$ cat src/rtl/stream_arb_mux.sv
`default_nettype none
// ============================================================================
//  Module      : stream_arb_mux
//  Description : Registered M-input stream multiplexer with valid/ready
//                handshakes and round-robin / fixed / direct arbitration.
//  Revision    : 1.0  initial release
// ============================================================================
module stream_arb_mux #(
    parameter int L = 16,
    parameter int N = 2,
    parameter int M = 4
) (
    input  logic           clk,
    input  logic           rst_n,
    input  logic [1:0]     mode,
    input  logic [N-1:0]   addr,
    input  logic [M-1:0]   in_valid,
    output logic [M-1:0]   in_ready,
    input  logic [M*L-1:0] D,
    output logic           out_valid,
    input  logic           out_ready,
    output logic [L-1:0]   F,
    output logic [N-1:0]   grant_idx
);

    localparam int         c_pad  = 2**N;
    localparam logic [N-1:0] c_last = N'(M-1);

    logic               r_out_valid;
    logic [L-1:0]       r_f;
    logic [N-1:0]       r_grant_idx;
    logic [N-1:0]       r_ptr;

    logic [c_pad-1:0]   w_valid_pad;
    logic               w_found;
    logic [N-1:0]       w_win;
    logic [L-1:0]       w_data;
    logic               w_load_en;
    logic               w_xfer;

    // Winner search; candidates are scanned from the far end so the
    // highest-priority match is the last assignment to stick.
    always_comb begin
        int v_idx;
        v_idx       = 0;
        w_valid_pad = '0;
        w_valid_pad[M-1:0] = in_valid;
        w_found     = 1'b0;
        w_win       = '0;
        case (mode)
            2'b00: begin
                for (int k = M-1; k >= 0; k--) begin
                    v_idx = int'(r_ptr) + k;
                    if (v_idx >= M) v_idx = v_idx - M;
                    if (w_valid_pad[N'(v_idx)]) begin
                        w_found = 1'b1;
                        w_win   = N'(v_idx);
                    end
                end
            end
            2'b01: begin
                for (int i = M-1; i >= 0; i--) begin
                    if (in_valid[i]) begin
                        w_found = 1'b1;
                        w_win   = N'(i);
                    end
                end
            end
            default: begin
                // Padding bits above M-1 are zero, so out-of-range addr never grants.
                if (w_valid_pad[addr]) begin
                    w_found = 1'b1;
                    w_win   = addr;
                end
            end
        endcase
    end

    assign w_load_en = ~r_out_valid | out_ready;
    assign w_xfer    = rst_n & w_load_en & w_found;

    always_comb begin
        w_data   = '0;
        in_ready = '0;
        for (int i = 0; i < M; i++) begin
            if (w_win == N'(i)) begin
                w_data      = D[i*L +: L];
                in_ready[i] = w_xfer;
            end
        end
    end

    always_ff @(posedge clk) begin
        if (!rst_n) begin
            r_out_valid <= 1'b0;
            r_f         <= '0;
            r_grant_idx <= '0;
            r_ptr       <= '0;
        end else begin
            if (w_xfer) begin
                r_out_valid <= 1'b1;
                r_f         <= w_data;
                r_grant_idx <= w_win;
                if (mode == 2'b00) begin
                    r_ptr <= (w_win == c_last) ? '0 : w_win + 1'b1;
                end
            end else if (out_ready) begin
                r_out_valid <= 1'b0;
            end
        end
    end

    assign out_valid = r_out_valid;
    assign F         = r_f;
    assign grant_idx = r_grant_idx;

endmodule
`default_nettype wire

$ cat config.mk
export PLATFORM = sky130hd
export DESIGN_NAME = stream_arb_mux
export DESIGN_NICKNAME = d
export VERILOG_FILES = /design/src/rtl/stream_arb_mux.sv
export SDC_FILE = /design/constraint.sdc
export NUM_CORES = 1
export LEC_CHECK = 0
export CELL_PAD_IN_SITES_DETAIL_PLACEMENT = 1
export CELL_PAD_IN_SITES_GLOBAL_PLACEMENT = 2
export CORE_ASPECT_RATIO = 0.75
export CORE_UTILIZATION = 18
export DETAILED_ROUTE_END_ITERATION = 8
export PLACE_DENSITY_LB_ADDON = 0.1
export SLEW_MARGIN = 40
export SYNTH_ARGS = -nofsm -noshare
export SYNTH_HDL_FRONTEND = slang
export SYNTH_SLANG_ARGS = --single-unit
$ cat constraint.sdc
create_clock -name clk -period 2.6 [get_ports clk]
set_input_delay 0.26 -clock clk [delete_from_list [all_inputs] [get_ports clk]]
set_output_delay 0.26 -clock clk [all_outputs]
set_load 0.01 [all_outputs]
# After elaboration in Yosys (flattened, before gate mapping)
# Index checks and enable logic that the tools add are counted.
[word_totals]
ff_bits = 21
in_bits = 75
out_inout_bits = 23
word_cells = 86
[classes]
addsub = 8
magnitude_cmp = 9
n_eq_ne = 4
muxes = 53
bitwise = 4
n_reduce_logical = 4
[op_table]
columns = ["cell", "count"]
rows = [
  ["16-bit two-way mux", 4],
  ["2-bit two-way mux", 18],
  ["1-bit two-way mux", 24],
  ["2-bit by 4-bit less-than comparator with 1-bit output, second input constant", 4],
  ["1-bit binary-select mux with 2-bit select", 5],
  ["3-bit greater-or-equal comparator, second input constant", 3],
  ["2-bit by 1-bit subtractor with 2-bit output, second input constant", 4],
  ["2-bit by 2-bit adder with 3-bit output, second input constant", 2],
  ["2-bit by 1-bit equality test with 1-bit output, second input constant", 2],
  ["2-bit equality test, second input constant", 2],
  ["2-bit logical NOT", 2],
  ["2-bit one-hot mux with 2 select lines", 1],
  ["2-bit by 1-bit adder with 3-bit output, second input constant", 1],
  ["2-bit by 3-bit greater-or-equal comparator with 1-bit output, second input constant", 1],
  ["2-bit by 3-bit less-than comparator with 1-bit output, second input constant", 1],
  ["2-bit by 1-bit adder with 2-bit output, second input constant", 1],
  ["1-bit AND", 2],
  ["1-bit one-hot mux with 2 select lines", 1],
  ["2-bit AND reduction", 1],
  ["2-bit nonzero test", 1],
  ["1-bit NOT", 1],
  ["1-bit OR", 1],
]

# Logic depth before layout (Yosys ltp)
[depth]
word_depth = 17
mapped_depth = 12
ltp_nobuf = 9

# Least setup slack after synthesis
# OpenSTA, ideal clock, no wires.
[synth_path]
path_kind = "input-to-reg"
start = "input port in_valid[2]"
end = "register r_f[10] (netlist: F[10])"
setup_ps = 67
t_arrival_ps = 2627
required_ps = 2533
path_slack_ps = -94
path_stages = 12
path_buffers = 3
cell_sequence = "clkbuf_2 or3b_1 o221a_2 a221oi_1 nor2_1 ha_1 buf_2 nor2b_1 clkbuf_1 a221o_1 a22oi_1 o21ai_2"
[synth_between]
elab_chain_cells = 13
word_cells_on_any_way = 41
cone_classes = "eq/ne: 3; mux: 36; bitwise: 1; reduce/logical: 1"
[synth_rtl]
columns = ["item", "line_no", "source"]
rows = [
  ["from (decl)", "17", "input logic [M-1:0] in_valid,"],
  ["1-bit binary-select mux with 2-bit select", "55", "if (w_valid_pad[N'(v_idx)]) begin"],
  ["1-bit two-way mux (implied by the code) (2 in series)", "55", ""],
  ["2-bit two-way mux (4 in series)", "55", ""],
  ["2-bit one-hot mux with 2 select lines *", "50", "case (mode)"],
  ["net w_win[0]", "36", "logic [N-1:0] w_win;"],
  ["2-bit logical NOT", "86", "if (w_win == N'(i)) begin"],
  ["16-bit two-way mux (3 in series)", "86", ""],
  ["16-bit two-way mux *", "86", ""],
  ["to (signal assigned)", "102", "r_f <= w_data;"],
  ["to (decl)", "30", "logic [L-1:0] r_f;"],
]
# Mark *: on every way through the listed nets, which the timed path passes. The rest lies on a longest branch. The select of a mux whose other input is x is not followed.
# A chain may end at the register's enable or synchronous reset.

# Worst setup path in the final report
[layout_path]
start = "input port in_valid[1]"
end = "output port in_ready[2]"
[layout_between]
elab_chain_cells = 10
word_cells_on_any_way = 33
cone_classes = "eq/ne: 1; mux: 31; bitwise: 1"
[layout_rtl]
columns = ["item", "line_no", "source"]
rows = [
  ["1-bit binary-select mux with 2-bit select", "55", ""],
  ["1-bit two-way mux (implied by the code) (2 in series)", "55", ""],
  ["2-bit two-way mux or 1-bit two-way mux (tied branches) (4 in series)", "55", ""],
  ["2-bit one-hot mux with 2 select lines or 1-bit one-hot mux with 2 select lines (tied branches)", "50", ""],
  ["2-bit equality test or 1-bit AND (tied branches)", "86, 80", ""],
  ["1-bit two-way mux *", "86", ""],
  ["to (decl)", "18", "output logic [M-1:0] in_ready,"],
]
# Every way passes the cells marked *; elsewhere a longest branch is shown, timed or not. The select of a mux whose other input is x is not followed.

==> out/results.txt <==
The area growth from synthesis to layout is 98.4%. In this run the count of I/O pins placed on the die edge is 98. The tools report the hold violation total from the final report as 0. The fmax is 400 MHz. For the number of diodes added for antenna fixing, the log shows 0.

The number of H-tree levels was 1. The die is 83.1 µm tall. Using the TritonRoute via totals, the vias-per-cell ratio works out to 4.78. The region available for standard cell placement spans 0.00849 mm². The die covers 0.00914 mm².

The final period utilization is 96.0%. During synthesis, Yosys emitted a total of 0 warnings. VDD sags by at most 0.000225 V.

The maximum number of buffers from clock root to sink was 2; the die width was 110 µm. The clock net in this run drives a total of 21 sinks. Summing all placed instances gives a cell area of 0.00283 mm². Clock-pin slew was measured on the worst setup and hold paths at 60 ps. STA classifies the critical path startpoint as an input pin. The insertion delay to the later sink of the worst-skew pair is 260 ps. After routing the design area is 0.00313 mm². Summed over all layers, the global routing overflow is 0.

Registers take 420 µm². Synthesis instantiated 37 different standard cells from the library. At the worst endpoint, the required time is 2340 ps. The most frequently used flop master after synthesis is dfxtp_1.

Entering global routing, the biggest net connects 22 pins. The tree is rooted in a clkbuf_16. Dividing the detail-routed wire length by the instance count gives 18.1 µm. The leading cell type in the layout, fill and taps excluded is clkdlybuf4s50_1. The transition time at the pin with the least slew margin works out to 666 ps.

Traced cell by cell, the critical path runs through clkdlybuf4s50_1 -> or3b_1 -> o221a_2 -> a221oi_2 -> buf_4 -> or2_4 -> ha_4 -> clkinv_2 -> nor2_4 -> buf_6. On the final layout, the worst clock skew is 4.57 ps. The HPWL reported at the end of detailed placement is 5.52 mm.

Counting I/O delays and the setup requirement, the final critical path takes 2500 ps. For this run, the slowest stage of the critical path takes 440 ps. The logs give 0.00158 mm² for the combined area of all synthesized cells and 0 for the number of max-cap violations.

The sum of routed wire length over all layers is 7.40 mm. met1 is the most crowded layer. The number of buffers and inverters on the critical path is 4. The initial antenna violation count was 0; the number of slew-limit violations in the final report was 0. In the global route stage, met1 resource usage came out at 24.2%. For this design the ratio of total power to cell area is 434 mW/mm². The floorplan has 29 rows. Counting every net in the synthesized netlist gives 257. Port buffering added 97 buffers. The number of global-route vias before repair came out at 2,072. Category of the critical setup timing path: in2out. The proportion of register bits with asynchronous set or reset after synthesis works out to 0%. The flow ran to the end, and the final reports show no timing, DRC or antenna violations. Data on the critical path arrives at its endpoint at 2240 ps.

Headroom to the max-slew limit came out at 55.5%. The congestion estimate from routability-driven global placement came to 0.762. The worst min-delay path class is reg2reg. The sequential-to-total area share from yosys stat was 26.7%. In this run the static leakage power is 0.00121 µW. The wire length of the first global-routing pass is 11.5 mm, and the global-route total usage across every layer is 16.5%. Number of nets still failing antenna checks after routing: 0. For this run, the detailed router's first-pass iteration total came to 4. Gate family responsible for the most delay along the worst path: buffers and inverters. For this configuration, the core starts out at a cell density of 18.6%. In the final layout, the multi-input gates occupy 0.00119 mm².

In the layout the commonest cells are clkdlybuf4s50_1, buf_4, dfxtp_1. The number of flops mapped to enable cells by yosys was 0; the number of storage elements in the synthesis netlist was 21. After detailed routing, the number of remaining DRC violations is 0.

After filler insertion, the fill cell instance count of the layout stands at 972. Of all nets on the critical path, the largest fanout is 3. In the final design database the tool counted 380 nets.

Kind of end point of the critical path: an output port. In this run, CTS created clock tree buffers numbering 3. For met3 alone, demand over resource in global routing was 5.18%. TritonCTS built the clock tree.

Cells with a size suffix above 1 make up 31.0% of the layout. Setup violations remaining at the end of the flow were counted as 0. In the global route stage, met2 resource usage came out at 24.0%. The via count is 1,950. For the final routed database, the setup TNS stands at 0 ps.

The critical path's slowest cell was clkdlybuf4s50_1. The detailed router finished its first iteration with 46 violations. In the synthesized netlist, the number of instances is 178. After synthesis, the mean cell area works out to 8.86 µm².
## sequential cells by signal, summed over array words and instances (netlist names)
name and cells:
out_valid 1, grant_idx 2, r_ptr 2, F 16
## kinds of logic (layout without fill, tap and decap cells)
logic type      Yosys count  after routing  synth area share (%)
compound gates           99             99                  50.8
mux                       4              4                  3.41
buf+inv                  26            147                  7.94
simple gates             24             25                  8.02
fa+ha+maj                 4              4                  3.17
flops                    21             21                  26.7
## what timing repair did
action	in CTS	in global routing
hold buffers	0	0
pin swaps	0	5
endpoints found under the setup margin	20	20
cloned	1	0
buffers inserted	0	6
resized for setup	26	32
## Yosys cell counts (3+ instances only)
library cell,n,area (µm²)
ha_1,4,50.1
nand2_1,6,22.5
o21ai_2,15,131
o21ai_0,5,25.0
clkbuf_1,10,37.5
inv_1,7,26.3
o21a_1,17,128
buf_2,3,15.0
a22oi_1,16,120
a221o_1,15,150
o211ai_1,18,135
dfxtp_1,21,420
nor2b_1,4,25.0
nor2_1,8,30.0
buf_6,3,33.8
## where the power goes
group / switching, µW / total [µW] / internal (µW)
combinational: 280 / 636 / 356
sequential: 24.4 / 385 / 360
clock: 130 / 337 / 207
## layer usage
metal,vias to the layer above,wire [µm]
met1,930,3700
met2,68,3050
met3,2,625
li1,950,-
met5,-,0
met4,0,25
## worst register-to-register path, stage by stage, from the launching register on
cell      delay [ps]
dfxtp_1          340
or3b_1           370
o221a_2          150
a221oi_2         240
buf_4            160
or2_4            140
ha_4             150
clkinv_2          90
buf_8            170
o21a_1           200
a22oi_2          200
o21ai_2           70
## area by class of cell
type	count	area share, %
timing repair buffer	134	40.5
tap	108	4.32
clock buffer	3	2.40
inverter	9	1.12
multi-input combinational	132	38.0
clock inverter	1	0.160
sequential	21	13.4
## metrics by stage
stage | std cells | power [µW] | hold slack (ps) | util (%) | worst slack [ps]
after global routing | 408 | 1440 | 532 | 36.8 | -0.360
final | 408 | 1360 | 510 | 36.8 | 103
after global placement | 397 | 960 | 495 | 33.3 | -553
after floorplan | 178 | 647 | 388 | - | 4.22
after CTS | 402 | 1330 | 515 | 34.9 | -53.6
after detailed placement | 397 | 959 | 502 | 33.3 | -584
## final timing paths
kind,from,endpoint,slack [ps],cells past startpoint
min,F[2]$_SDFFE_PN0N_,F[2]$_SDFFE_PN0N_,510,2
max,in_valid[1],in_ready[2],100,10
max reg2reg,r_ptr[1]$_SDFFE_PN0P_,F[15]$_SDFFE_PN0N_,200,11
min reg2reg,F[2]$_SDFFE_PN0N_,F[2]$_SDFFE_PN0N_,510,2
Note: power is estimated with default switching activity, not from simulation.
